<file path="src/rtl/fetch_queue.sv">
// Instruction-fetch front end: owns the fetch PC, issues sequential reads while
// queue credit remains, and buffers {pc, ir} pairs in a FIFO toward decode.
module fetch_queue #(
    parameter int              XLEN     = 32,
    parameter int              ILEN     = 32,
    parameter int              DEPTH    = 4,
    parameter logic [XLEN-1:0] RESET_PC = '0
) (
    input  logic                       clk,
    input  logic                       rst,
    input  logic                       fetch_en,
    input  logic                       redirect_en,
    input  logic [XLEN-1:0]            redirect_addr,
    output logic                       imem_req,
    output logic [XLEN-1:0]            imem_addr,
    input  logic [ILEN-1:0]            imem_rdata,
    output logic                       out_valid,
    input  logic                       out_ready,
    output logic [XLEN-1:0]            out_pc,
    output logic [ILEN-1:0]            out_ir,
    output logic [$clog2(DEPTH):0]     q_count
);

    localparam int AW = $clog2(DEPTH);
    localparam int CW = AW + 1;
    localparam logic [CW:0] DEPTH_V = (CW+1)'(DEPTH);

    logic [XLEN-1:0] fpc_q, fpc_d;
    logic [XLEN-1:0] inflight_pc_q, inflight_pc_d;
    logic            inflight_q, inflight_d;
    logic [AW-1:0]   rd_ptr_q, rd_ptr_d, wr_ptr_q, wr_ptr_d;
    logic [CW-1:0]   count_q, count_d;
    logic [XLEN-1:0] pc_q [DEPTH];
    logic [XLEN-1:0] pc_d [DEPTH];
    logic [ILEN-1:0] ir_q [DEPTH];
    logic [ILEN-1:0] ir_d [DEPTH];

    logic [CW:0] used;
    logic        push, pop;

    // Credit ignores a same-cycle pop so out_ready never reaches imem_req.
    assign used      = {1'b0, count_q} + (CW+1)'(inflight_q);
    assign imem_req  = fetch_en & ~redirect_en & ~rst & (used < DEPTH_V);
    assign imem_addr = fpc_q;
    assign out_valid = (count_q != '0);
    assign out_pc    = pc_q[rd_ptr_q];
    assign out_ir    = ir_q[rd_ptr_q];
    assign q_count   = count_q;

    assign push = inflight_q & ~redirect_en;
    assign pop  = out_valid & out_ready & ~redirect_en;

    always_comb begin
        fpc_d         = fpc_q;
        inflight_pc_d = inflight_pc_q;
        inflight_d    = 1'b0;
        rd_ptr_d      = rd_ptr_q;
        wr_ptr_d      = wr_ptr_q;
        count_d       = count_q;
        pc_d          = pc_q;
        ir_d          = ir_q;

        if (redirect_en) begin
            // The response landing this cycle belongs to the old stream; drop it.
            fpc_d    = {redirect_addr[XLEN-1:2], 2'b00};
            rd_ptr_d = '0;
            wr_ptr_d = '0;
            count_d  = '0;
        end else begin
            if (imem_req) begin
                fpc_d         = fpc_q + XLEN'(4);
                inflight_d    = 1'b1;
                inflight_pc_d = fpc_q;
            end
            if (push) begin
                pc_d[wr_ptr_q] = inflight_pc_q;
                ir_d[wr_ptr_q] = imem_rdata;
                wr_ptr_d       = wr_ptr_q + AW'(1);
            end
            if (pop) begin
                rd_ptr_d = rd_ptr_q + AW'(1);
            end
            case ({push, pop})
                2'b10:   count_d = count_q + CW'(1);
                2'b01:   count_d = count_q - CW'(1);
                default: count_d = count_q;
            endcase
        end
    end

    always_ff @(posedge clk or posedge rst) begin
        if (rst) begin
            fpc_q         <= RESET_PC;
            inflight_pc_q <= '0;
            inflight_q    <= 1'b0;
            rd_ptr_q      <= '0;
            wr_ptr_q      <= '0;
            count_q       <= '0;
            for (int i = 0; i < DEPTH; i++) begin
                pc_q[i] <= '0;
                ir_q[i] <= '0;
            end
        end else begin
            fpc_q         <= fpc_d;
            inflight_pc_q <= inflight_pc_d;
            inflight_q    <= inflight_d;
            rd_ptr_q      <= rd_ptr_d;
            wr_ptr_q      <= wr_ptr_d;
            count_q       <= count_d;
            pc_q          <= pc_d;
            ir_q          <= ir_d;
        end
    end

endmodule
</file>
<file path="config.mk">
export PLATFORM = sky130hd
export DESIGN_NAME = fetch_queue
export DESIGN_NICKNAME = d
export VERILOG_FILES = /design/src/rtl/fetch_queue.sv
export SDC_FILE = /design/constraint.sdc
export NUM_CORES = 1
export LEC_CHECK = 0
export CAP_MARGIN = 10
export CORE_MARGIN = 5
export CORE_UTILIZATION = 51
export DETAILED_ROUTE_END_ITERATION = 10
export MAX_ROUTING_LAYER = met4
export PLACE_DENSITY_LB_ADDON = 0.2
export SYNTH_ARGS = -nofsm -noshare
export SYNTH_HDL_FRONTEND = slang
export SYNTH_SLANG_ARGS = --single-unit
</file>
<file path="constraint.sdc">
create_clock -name clk -period 10.08 [get_ports clk]
set_input_delay 1.008 -clock clk [delete_from_list [all_inputs] [get_ports clk]]
set_output_delay 1.008 -clock clk [all_outputs]
set_load 0.01 [all_outputs]
</file>
==> impl_metrics.ini, run 1 <==
[grt]
grt_max_degree = 191
antenna_found_initial = 0
grt_pass1_vias = 9463
grt_use_total = 0.2116
grt_pass1_wl_mm = 51.58
grt-ovfl-total = 0

[worst_setup_path]
crit_end = imem_req
r2r-end = imem_addr[12]
path_buf_inv = 3
path_delay_family = buffers and inverters
cp_max_fo = 61
crit_chain = clkdlybuf4s50_1, or4b_1, a31o_4, inv_1, clkdlybuf4s50_1
critPathLaunch = rst
cpMostUsedCell = clkdlybuf4s50_1
arrival_ps = 3270
crit_type = in -> out
cpPeakStageDelay_ps = 570
r2r-start = q_count[2]
critical-path-slowest-cell = or4b_1
cp_num_cells = 5
required_ps = 9070
cp-start-kind = input pin
end_kind = output port
reg2reg_depth = 8
r2r_setup_slack_ps = 6910

[detailed_routing]
drt_iter0_markers = 439
wl_mm = 31.07
drtPass1Iterations = 4
avgViaCountPerCell = 5.847
wl_per_cell_um = 20.59
drtAntennaViolNets = 0
drc_errors = 0
num_vias = 8823

[floorplanning]
initial_core_util = 0.5187
ios = 170
row_count = 60
die-area_sq_um = 30900
die_width_um = 175.8
core_sq_um = 27030
die_height_um = 175.8

[placement]
dp_worst_setup_slack_ps = 5746
port_buffers = 163
placed_cells = 1447
dpl.hpwl_mm = 18.13
place.gp.congestion = 0.7946

[status]
outcome = completed

[timing]
fmax_mhz = 233.8
worst_slew_pin_slew_ps = 1059
rsz0062_at_grt = false
setup_tns_ps = 0
finalSetupViolations = 0
hold_viol_final = 0
slew_headroom = 0.2932
slew_violations = 0
fin_crit_sh = 0.4242
setup_ws_ps = 5804
skew_ps = 18.67
period_minus_slack_ps = 4276

[final_layout]
final_util = 0.6304
antennaDiodeCount = 0
area_growth_pct = 21.53
nNetsFinal = 1218
instances_no_fill = 1509
drive_gt1_frac = 0.3322

[synthesis]
synth-edff-count = 0
avgSynthCellArea_sq_um = 14.09
synth_seq_cells = 316
synth_flop_cell = dfrtp_1
synth.cell_area_sq_um = 14020
ys_seq_area_frac = 0.5641
synthArstFlopShare = 1.000
netlist_instances = 995
yosys_warnings = 0
synth_cell_type_count = 47

[clock_tree]
cts.sink_count = 316
root_buffer = clkbuf_16
clk_pin_slew_ps = 60
cts_buffers = 35
ctsHoldBuffers = 0
clk_latency_ps = 510
cts_resized = 0
postCtsSetupBuffers = 0
cts_buffer_depth = 3
htree_levels = 2
cts_tree = done

[worst_hold_path]
hp-start = ir_q[50]
hold_path_class = reg -> reg

[power_and_ir_drop]
leakagePower_nw = 7.878
powerDensity_nw_per_um2 = 246.1
peakVddDrop_mv = 0.1226

[run]
maxCapViolCount = 0
## cells in the mapped netlist (2+ instances only)
library cell	instances	area [sq um]
buf_4	6	45.04
buf_2	15	75.07
ha_1	5	62.56
or4_1	7	52.55
nor4_1	3	18.77
nor3_1	6	30.03
o311ai_0	2	17.52
buf_1	2	7.510
a31oi_1	3	18.77
and2_1	4	25.02
a21oi_1	7	35.03
xnor2_1	3	26.28
a221o_1	5	50.05
dfrtp_1	316	7908
nor2b_1	2	12.51
nand4_1	14	87.58
o211ai_1	10	75.07
o311ai_1	2	17.52
a21o_1	2	15.01
mux2i_1	4	40.04
nor2_1	17	63.81
nand2_1	126	473.0
a22oi_1	3	22.52
mux4_2	62	1396
nand3_1	21	105.1
mux2_2	248	2793
or3_1	3	18.77
buf_6	2	22.52
a41oi_1	2	17.52
and3_1	4	25.02
xor2_1	4	35.03
o21ai_0	21	105.1
a31o_2	3	26.28
inv_1	11	41.29
clkbuf_1	38	142.6
## state kept, by name, indices dropped and copies added (netlist names)
signal and count:
inflight_q 1, q_count 3, inflight_pc_q 30, wr_ptr_q 2, pc_q 120, ir_q 128
rd_ptr_q 2, imem_addr 30
## through the flow
stage	area [sq um]	total power, mW	hold slack, ps
finish	17040	4.192	498.9
global route	17040	4.428	506.8
CTS	17040	4.256	499.8
detailed placement	15910	3.001	487.1
global placement	15910	2.971	481.2
floorplan	14030	2.407	473.9
## cell type report
| type | instances | area, sq um |
|---|---|---|
| Clock buffer | 50 | 1022 |
| Clock inverter | 12 | 106.4 |
| Fill cell | 2027 | 9990 |
| Inverter | 12 | 52.55 |
| Multi-Input combinational cell | 607 | 5814 |
| Sequential cell | 316 | 7915 |
| Tap cell | 341 | 426.7 |
| Timing Repair Buffer | 171 | 1699 |
## worst min-delay path by stage
stage,to,slack (ps),cells past startpoint
2_1_floorplan,ir_q[41],470,1
3_5_place_dp,ir_q[50],490,1
3_3_place_gp,pc_q[4],480,1
6_report,ir_q[50],500,1
4_1_cts,pc_q[58],500,1
5_1_grt,ir_q[29],510,1
## layer usage
metal | track usage | routed length (um)
met3 | 0.03487 | 1573
met4 | 0.04743 | 534
met5 | - | 0
met1 | 0.2978 | 14130
met2 | 0.3298 | 14830
## power by group
| group | total, mW | switching (mW) | leakage (nW) | internal, mW |
|---|---|---|---|---|
| Clock | 1.23 | 0.498 | 0.547 | 0.735 |
| Sequential | 1.74 | 0.218 | 4.19 | 1.52 |
| Combinational | 1.22 | 0.467 | 3.14 | 0.751 |
## cell usage in the layout (no fill, tap or decap), types with 14 or more instances in the layout
master / Yosys / final
clkbuf_16: 0 / 35
clkdlybuf4s50_1: 0 / 162
dfrtp_1: 316 / 314
mux2_2: 248 / 248
mux4_2: 62 / 62
nand2_1: 126 / 122
nand3_1: 21 / 21
nand4_1: 14 / 14
nor2_1: 17 / 17
o21ai_0: 21 / 21
## kinds of logic (layout without fill, tap and decap cells)
| logic type | after synthesis | after routing | synth area share |
|---|---|---|---|
| buf+inv | 75 | 245 | 0.02410 |
| xor+xnor | 7 | 7 | 0.004374 |
| compound gates | 64 | 64 | 0.03151 |
| simple gates | 212 | 212 | 0.06810 |
| flops | 316 | 316 | 0.5641 |
| mux | 314 | 314 | 0.3017 |
| fa+ha+maj | 6 | 6 | 0.005891 |
| other cells | 1 | 4 | 0.0002675 |
Power figures use the tool's default switching activity.
==> run 2, diff against run 1 <==
- clock period: 10.08 -> 3.6 ns (I/O delays scaled with it)
==> impl_metrics.ini, run 2 (synthesized netlist as in run 1, its figures left out) <==
[status]
outcome = completed

[worst_setup_path]
arrival_ps = 2640
crit_end = out_pc[31]
critPathLaunch = rd_ptr_q[0]
cp-start-kind = register
r2r-end = imem_addr[25]
r2r-start = q_count[2]
cp_max_fo = 22
r2r_setup_slack_ps = 1090
required_ps = 3240
crit_type = reg -> out
reg2reg_depth = 7
end_kind = output port

[detailed_routing]
num_vias = 8805
dr_wl_met2_mm = 15.40
drtAntennaViolNets = 0
drtPass1Iterations = 5
avgViaCountPerCell = 5.751
wl_met1_mm = 13.90
wl_mm = 31.45
wl_per_cell_um = 20.54
highest_layer = met4
drt_iter0_markers = 412
routed-wl-met3_mm = 1.629
drc_errors = 0

[clock_tree]
cts_buffer_depth = 3
postCtsSetupBuffers = 0
cts.sink_count = 316
clk_latency_ps = 500
htree_levels = 2
cts_buffers = 35
cts_resized = 0
root_buffer = clkbuf_16
ctsHoldBuffers = 0
clk_pin_slew_ps = 60
cts_tree = done

[timing]
hold_viol_final = 0
skew_ps = 13.08
holdWs_ps = 302.7
fin_crit_sh = 0.8334
slew_violations = 0
slew_headroom = 0.2996
fmax_mhz = 333.3
finalSetupViolations = 0
period_minus_slack_ps = 3000
rsz0062_at_grt = false
worst_slew_pin_slew_ps = 1047

[final_layout]
fin_area_sq_um = 17330
antennaDiodeCount = 0
multi_input_area_sq_um = 5814
top_register = ir_q
largest_reg_flops = 128
fill_cells = 1994
nNetsFinal = 1239
seqCellArea_sq_um = 7915
top_regs = ir_q x128, pc_q x120
mostFrequentLayoutCell = dfrtp_1
final_cell_mix = 314 x dfrtp_1, 248 x mux2_2, 163 x clkdlybuf4s50_1
drive_gt1_frac = 0.3395
area_growth_pct = 23.61

[placement]
port_buffers = 163
dpl.hpwl_mm = 20.31
placed_area_sq_um = 16170
place.gp.congestion = 0.8157

[floorplanning]
core_sq_um = 27030
row_count = 60
die_width_um = 175.8
die-area_sq_um = 30900
die_height_um = 175.8
initial_core_util = 0.5187
ios = 170

[grt]
grt_pass1_vias = 9493
grt_max_degree = 91
antenna_found_initial = 0
grt_use_total = 0.2137
grt_pass1_wl_mm = 51.74
grt-ovfl-total = 0

[power_and_ir_drop]
leakagePower_nw = 8.030
peakVddDrop_mv = 0.3882
powerDensity_nw_per_um2 = 686.7
p_total_mw = 11.90

[run]
maxCapViolCount = 0

[worst_hold_path]
hold_path_class = in -> async
-- run 2: changes by cell type in the layout (fill, tap and decap cells not counted), moves of 3 or more --
cell / delta
buf_12: +8
buf_4: +13
inv_6: -3
clkbuf_1: +5
-- run 2: area by class of cell --
class                      count  area share
sequential                   316      0.4568
clock inverter                 5    0.003249
clock buffer                  58     0.06376
inverter                      12    0.002816
tap                          341     0.02462
timing repair buffer         192      0.1132
multi-input combinational    607      0.3355
-- run 2: report_power, final --
part           total [mW]  internal (mW)  switching (mW)
logic                3.48           2.15            1.33
clock network        3.53           2.16            1.37
registers            4.89           4.27           0.621
total                11.9           8.58            3.32
-- run 2: worst min path at each step --
stage	from	slack, ps	cells past startpoint	endpoint
after floorplan	redirect_addr[4]	470	2	imem_addr[4]
after CTS	rst	300	2	pc_q[93]
final	rst	300	2	pc_q[93]
after global placement	pc_q[69]	480	1	pc_q[69]
after detailed placement	pc_q[56]	490	1	pc_q[56]
after global routing	rst	320	2	pc_q[93]
-- run 2: per-layer routing --
metal / up-vias / track usage
li1: 3968 / -
met1: 4555 / 0.2871
met2: 237 / 0.3464
met3: 45 / 0.03659
met4: 0 / 0.04938
met5: - / -
-- run 2: per-stage QoR --
| step | std cells | util | worst slack, ps | setup TNS, ps |
|---|---|---|---|---|
| 2_1_floorplan | 998 | - | -970.8 | -306790 |
| 3_5_place_dp | 1468 | 0.5982 | 627.7 | 0 |
| 5_1_grt | 1531 | 0.6412 | 437.1 | 0 |
| 4_1_cts | 1531 | 0.6412 | 506.7 | 0 |
| 6_report | 1531 | 0.6412 | 599.7 | 0 |
| 3_3_place_gp | 1468 | 0.5982 | 683.2 | 0 |
-- run 2: worst max-delay path: stages (launching register included) --
cell	delay, ps
dfrtp_4	730
buf_4	320
mux4_2	530
clkdlybuf4s50_1	560
==> run 3, diff against run 2 <==
- clock period: 3.6 -> 2.53 ns (I/O delays scaled with it)
==> impl_metrics.ini, run 3 (synthesized netlist as in run 1, its figures left out) <==
[worst_setup_path]
cp-start-kind = register
critical-path-slowest-cell = dfrtp_4
path_buf_inv = 3
cpPeakStageDelay_ps = 540
crit_type = reg -> out
end_kind = output port
crit_chain = buf_4, clkbuf_16, mux4_2, dlygate4sd2_1
cp_max_fo = 11
path_delay_family = buffers and inverters
arrival_ps = 2240
required_ps = 2280

[final_layout]
top_regs = ir_q x128, pc_q x120
drive_gt1_frac = 0.3616
multi_input_area_sq_um = 5814
nNetsFinal = 1278
top_register = ir_q
area_growth_pct = 28.06
mostFrequentLayoutCell = dfrtp_1
fin_area_sq_um = 17950
fill_cells = 1952
seqCellArea_sq_um = 7915
final_cell_mix = 314 x dfrtp_1, 248 x mux2_2, 122 x nand2_1
largest_reg_flops = 128
antennaDiodeCount = 0

[power_and_ir_drop]
power_frac_clock = 0.291
p_comb_frac = 0.310
switching_share = 0.2831
powerDensity_nw_per_um2 = 960.1
p_total_mw = 17.24
p_int_mw = 12.36
leakagePower_nw = 8.878
seq_power_share = 0.399
peakVddDrop_mv = 0.5019
power.switching_mw = 4.880

[grt]
grt_max_degree = 54
grt_pass1_wl_mm = 53.21
grt_use_total = 0.2193
antenna_found_initial = 0
grt-ovfl-total = 0
grt_pass1_vias = 9648

[clock_tree]
htree_levels = 2
clk_latency_ps = 520
clk_pin_slew_ps = 60
cts_tree = done
root_buffer = clkbuf_16
cts.sink_count = 316
cts_buffer_depth = 3
cts_buffers = 35
ctsHoldBuffers = 0

[floorplanning]
core_sq_um = 27030
row_count = 60
die-area_sq_um = 30900
ios = 170
initial_core_util = 0.5187
die_height_um = 175.8
die_width_um = 175.8

[timing]
holdWs_ps = 306.2
fmax_mhz = 401.4
rsz0062_at_grt = true
finalSetupViolations = 0
worst_slew_pin_slew_ps = 1029
slew_headroom = 0.3118
skew_ps = 18.30
period_minus_slack_ps = 2491
fin_crit_sh = 0.9847
slew_violations = 0
hold_viol_final = 0

[detailed_routing]
drc_errors = 0
dr_wl_met2_mm = 15.66
drtAntennaViolNets = 0
drtPass1Iterations = 5
wl_mm = 32.70
wl_met1_mm = 14.72
routed-wl-met3_mm = 1.626
highest_layer = met4
num_vias = 9025
drt_iter0_markers = 438
avgViaCountPerCell = 5.752
wl_per_cell_um = 20.84

[placement]
placed_area_sq_um = 16450
place.gp.congestion = 0.8293
port_buffers = 163
dpl.hpwl_mm = 20.76

[run]
maxCapViolCount = 0

[status]
outcome = completed

[worst_hold_path]
hold_path_class = in -> reg
==> run 3: changes by cell type in the layout (fill, tap and decap cells not counted), sizes merged <==
cell	previous run	this run
clkdlybuf4s50	163	106
dlymetal6s2s	0	43
buf	29	64
dlygate4sd2	0	10
clkbuf	58	55
clkdlybuf4s15	0	3
inv	11	14
bufinv	1	3
bufbuf	0	1
clkinv	3	4
==> run 3: final timing paths <==
check	startpoint	end	slack, ps	depth (start not counted)
setup / recovery	rd_ptr_q[0]	out_pc[17]	40	4
hold / removal	redirect_addr[2]	imem_addr[2]	310	3
setup reg to reg	q_count[2]	imem_addr[29]	290	7
hold reg to reg	pc_q[56]	pc_q[56]	500	1
max in group asynchronous	rst	pc_q[19]	1440	4
min in group asynchronous	rst	pc_q[30]	350	3
==> run 3: layout make-up <==
type,instances,area share
Clock inverter,11,0.008015
Clock buffer,51,0.05548
Sequential cell,316,0.4409
Inverter,12,0.002718
Tap cell,341,0.02377
Timing Repair Buffer,231,0.1452
Multi-Input combinational cell,607,0.3239
==> run 3: metal layers <==
layer,global-route usage,vias up
li1,-,4057
met1,0.3082,4638
met2,0.3438,277
met3,0.02906,53
met4,0.05750,0
met5,-,-
==> run 3: timing repair <==
action,CTS,global route
gates cloned,1,3
resized for setup,14,53
endpoints found under the setup margin,49,43
setup buffers,0,15
==> run 3: power groups by stage <==
stage,Sequential [mW],Clock (mW),Combinational [mW]
2_1_floorplan,6.67,0,2.92
3_3_place_gp,6.88,0,5.16
3_5_place_dp,6.92,0,5.24
4_1_cts,6.85,5.13,5.20
5_1_grt,7.01,5.35,5.76
6_report,6.87,5.02,5.34
==> run 3: per-stage QoR <==
stage	TNS, ps	setup WS [ps]	utilization	cells
global placement	0	80.99	0.6088	1488
finish	0	38.74	0.6643	1569
CTS	-1267	-78.86	0.6519	1551
floorplan	-611100	-1934	-	998
global route	-11.07	-6.060	0.6643	1569
detailed placement	-3.011	-3.011	0.6088	1488
==> run 3: worst reg2reg max path: stages, from the launching register on <==
cell and delay, ps:
dfrtp_1 400, or4b_1 530, a31o_4 260, inv_2 90, nor2_1 220, buf_4 240, o21ai_0 230, o311ai_1 140
==> RTL edit, RTL diff (config.mk and constraints of run 1) <==
`ILEN`: 32 -> 64.
--- a/src/rtl/fetch_queue.sv
+++ b/src/rtl/fetch_queue.sv
@@ -2,7 +2,7 @@
 // queue credit remains, and buffers {pc, ir} pairs in a FIFO toward decode.
 module fetch_queue #(
     parameter int              XLEN     = 32,
-    parameter int              ILEN     = 32,
+    parameter int              ILEN     = 64,
     parameter int              DEPTH    = 4,
     parameter logic [XLEN-1:0] RESET_PC = '0
 ) (
Ports: changed (resized imem_rdata and out_ir); port bits go from 170 to 234. No check against the original RTL was run, so the function may have changed too.
==> RTL edit against run 1 <==
Fmax fell by 9.3%; non-clock buffer count rose by 73; worst hold slack got worse by 0.00083 ns; critical path type is now reg2out; highest routed layer unchanged; largest cell class unchanged; routed wire length rose by 42%; area after synthesis rose by 39%; worst setup slack got worse by 0.44 ns; sequential cell count rose by 128; final area rose by 39%; total power rose by 42%.
==> RTL edit: results (changes against run 1) <==
[synth]
synth.yosys.seq_area_share_pct=57.1  ; +0.73 points
synth_mux_area_share_pct=32.8  ; +2.6 points
synth_area_leaders=dfrtp_1, mux2_2, mux4_2
synth_compound_area_share_pct=2.39  ; -0.76 points
synth_fa_ha_area_share_pct=0.425  ; -0.16 points
yosys.area_share.xor_xnor_pct=0.315  ; -0.12 points
synthCells=1303  ; +31%

[timing]
worst_slew_pin_slew_ns=1.08  ; +0.0175 ns

[drt]
wl_met1_um=19700  ; +39%
wl_met3_um=2390  ; +52%
viasPerCell=5.69  ; -2.7%
dr_wl_met2_um=21000  ; +42%
wl_per_cell_um=21.4  ; +3.8%
drt_iter0_drc=625  ; +42%
vias=11700  ; +33%

[placed_design]
place_inst=1974  ; +36%
post_dp_cell_area_mm2=0.0222  ; +39%
pre_cts_slack_ns=5.75  ; +0.00233 ns
gp_congestion=0.837  ; +5.3%

[cts]
numCtsBuffers=48  ; +37%

[global_route]
grt_pass1_vias=12600  ; +34%
grt_pass1_wl_um=71400  ; +38%
grtUsageTotal_pct=22.0  ; +0.88 points

[pwr]
vdd_ir_drop_max_mv=0.146  ; +19%
p_leak_nw=11.0  ; +39%

[cells_and_area]
fill_cells=2894  ; +43%
largest_registers=ir_q x256, pc_q x120
drive_above_1_share_pct=37.2  ; +3.9 points
stdcell_area_mm2=0.0237  ; +39%

[worst_setup_path]
worstPathMaxFanout=57  ; -6.6%

[run_status]
status=finished, final reports clean

## RTL edit: cell types whose count changed in the layout (fill, tap and decap cells not counted), moves of 6 or more
| cell | delta |
|---|---|
| o311ai_0 | +6 |
| mux2_2 | +128 |
| buf_4 | +10 |
| mux4_2 | +32 |
| clkbuf_16 | +14 |
| clkinv_2 | +6 |
| clkbuf_1 | +6 |
| nand4_1 | -6 |
| dfrtp_1 | +128 |
| clkdlybuf4s50_1 | +64 |
## RTL edit: path summary, 6_finish.rpt
kind / startpoint / to / slack, ns
max in group asynchronous: rst / ir_q[96] / 7.08
worst min-delay path: ir_q[158] / ir_q[158] / 0.50
worst max register to register: q_count[2] / imem_addr[25] / 6.89
worst max-delay path: rd_ptr_q[0] / out_ir[63] / 5.37
worst min register to register: ir_q[158] / ir_q[158] / 0.50
min in group asynchronous: rst / imem_addr[20] / 0.91
## RTL edit: cell type report
type / instances / share of cell area [%]
Tap cell: 511 / 2.69
Timing Repair Buffer: 244 / 10.1
Sequential cell: 444 / 46.9
Clock inverter: 16 / 0.606
Inverter: 10 / 0.174
Clock buffer: 71 / 5.94
Multi-Input combinational cell: 765 / 33.6
## RTL edit: power by group through the flow
stage / Combinational, mW / Clock, mW / Sequential, mW
global route: 1.91 / 1.84 / 2.49
floorplan: 1.05 / 0 / 2.33
global placement: 1.78 / 0 / 2.44
detailed placement: 1.80 / 0 / 2.46
CTS: 1.81 / 1.77 / 2.43
finish: 1.79 / 1.72 / 2.42
## RTL edit: metal layers
layer,GRT usage [%],vias up
li1,-,5218
met1,30.4,6172
met2,34.0,267
met3,4.74,73
met4,5.62,0
met5,-,-
## RTL edit: worst max-delay path, stage by stage, from the launching register on
cell and delay (ns):
dfrtp_4 1.00, buf_4 0.91, mux4_2 0.61, clkdlybuf4s50_1 0.54
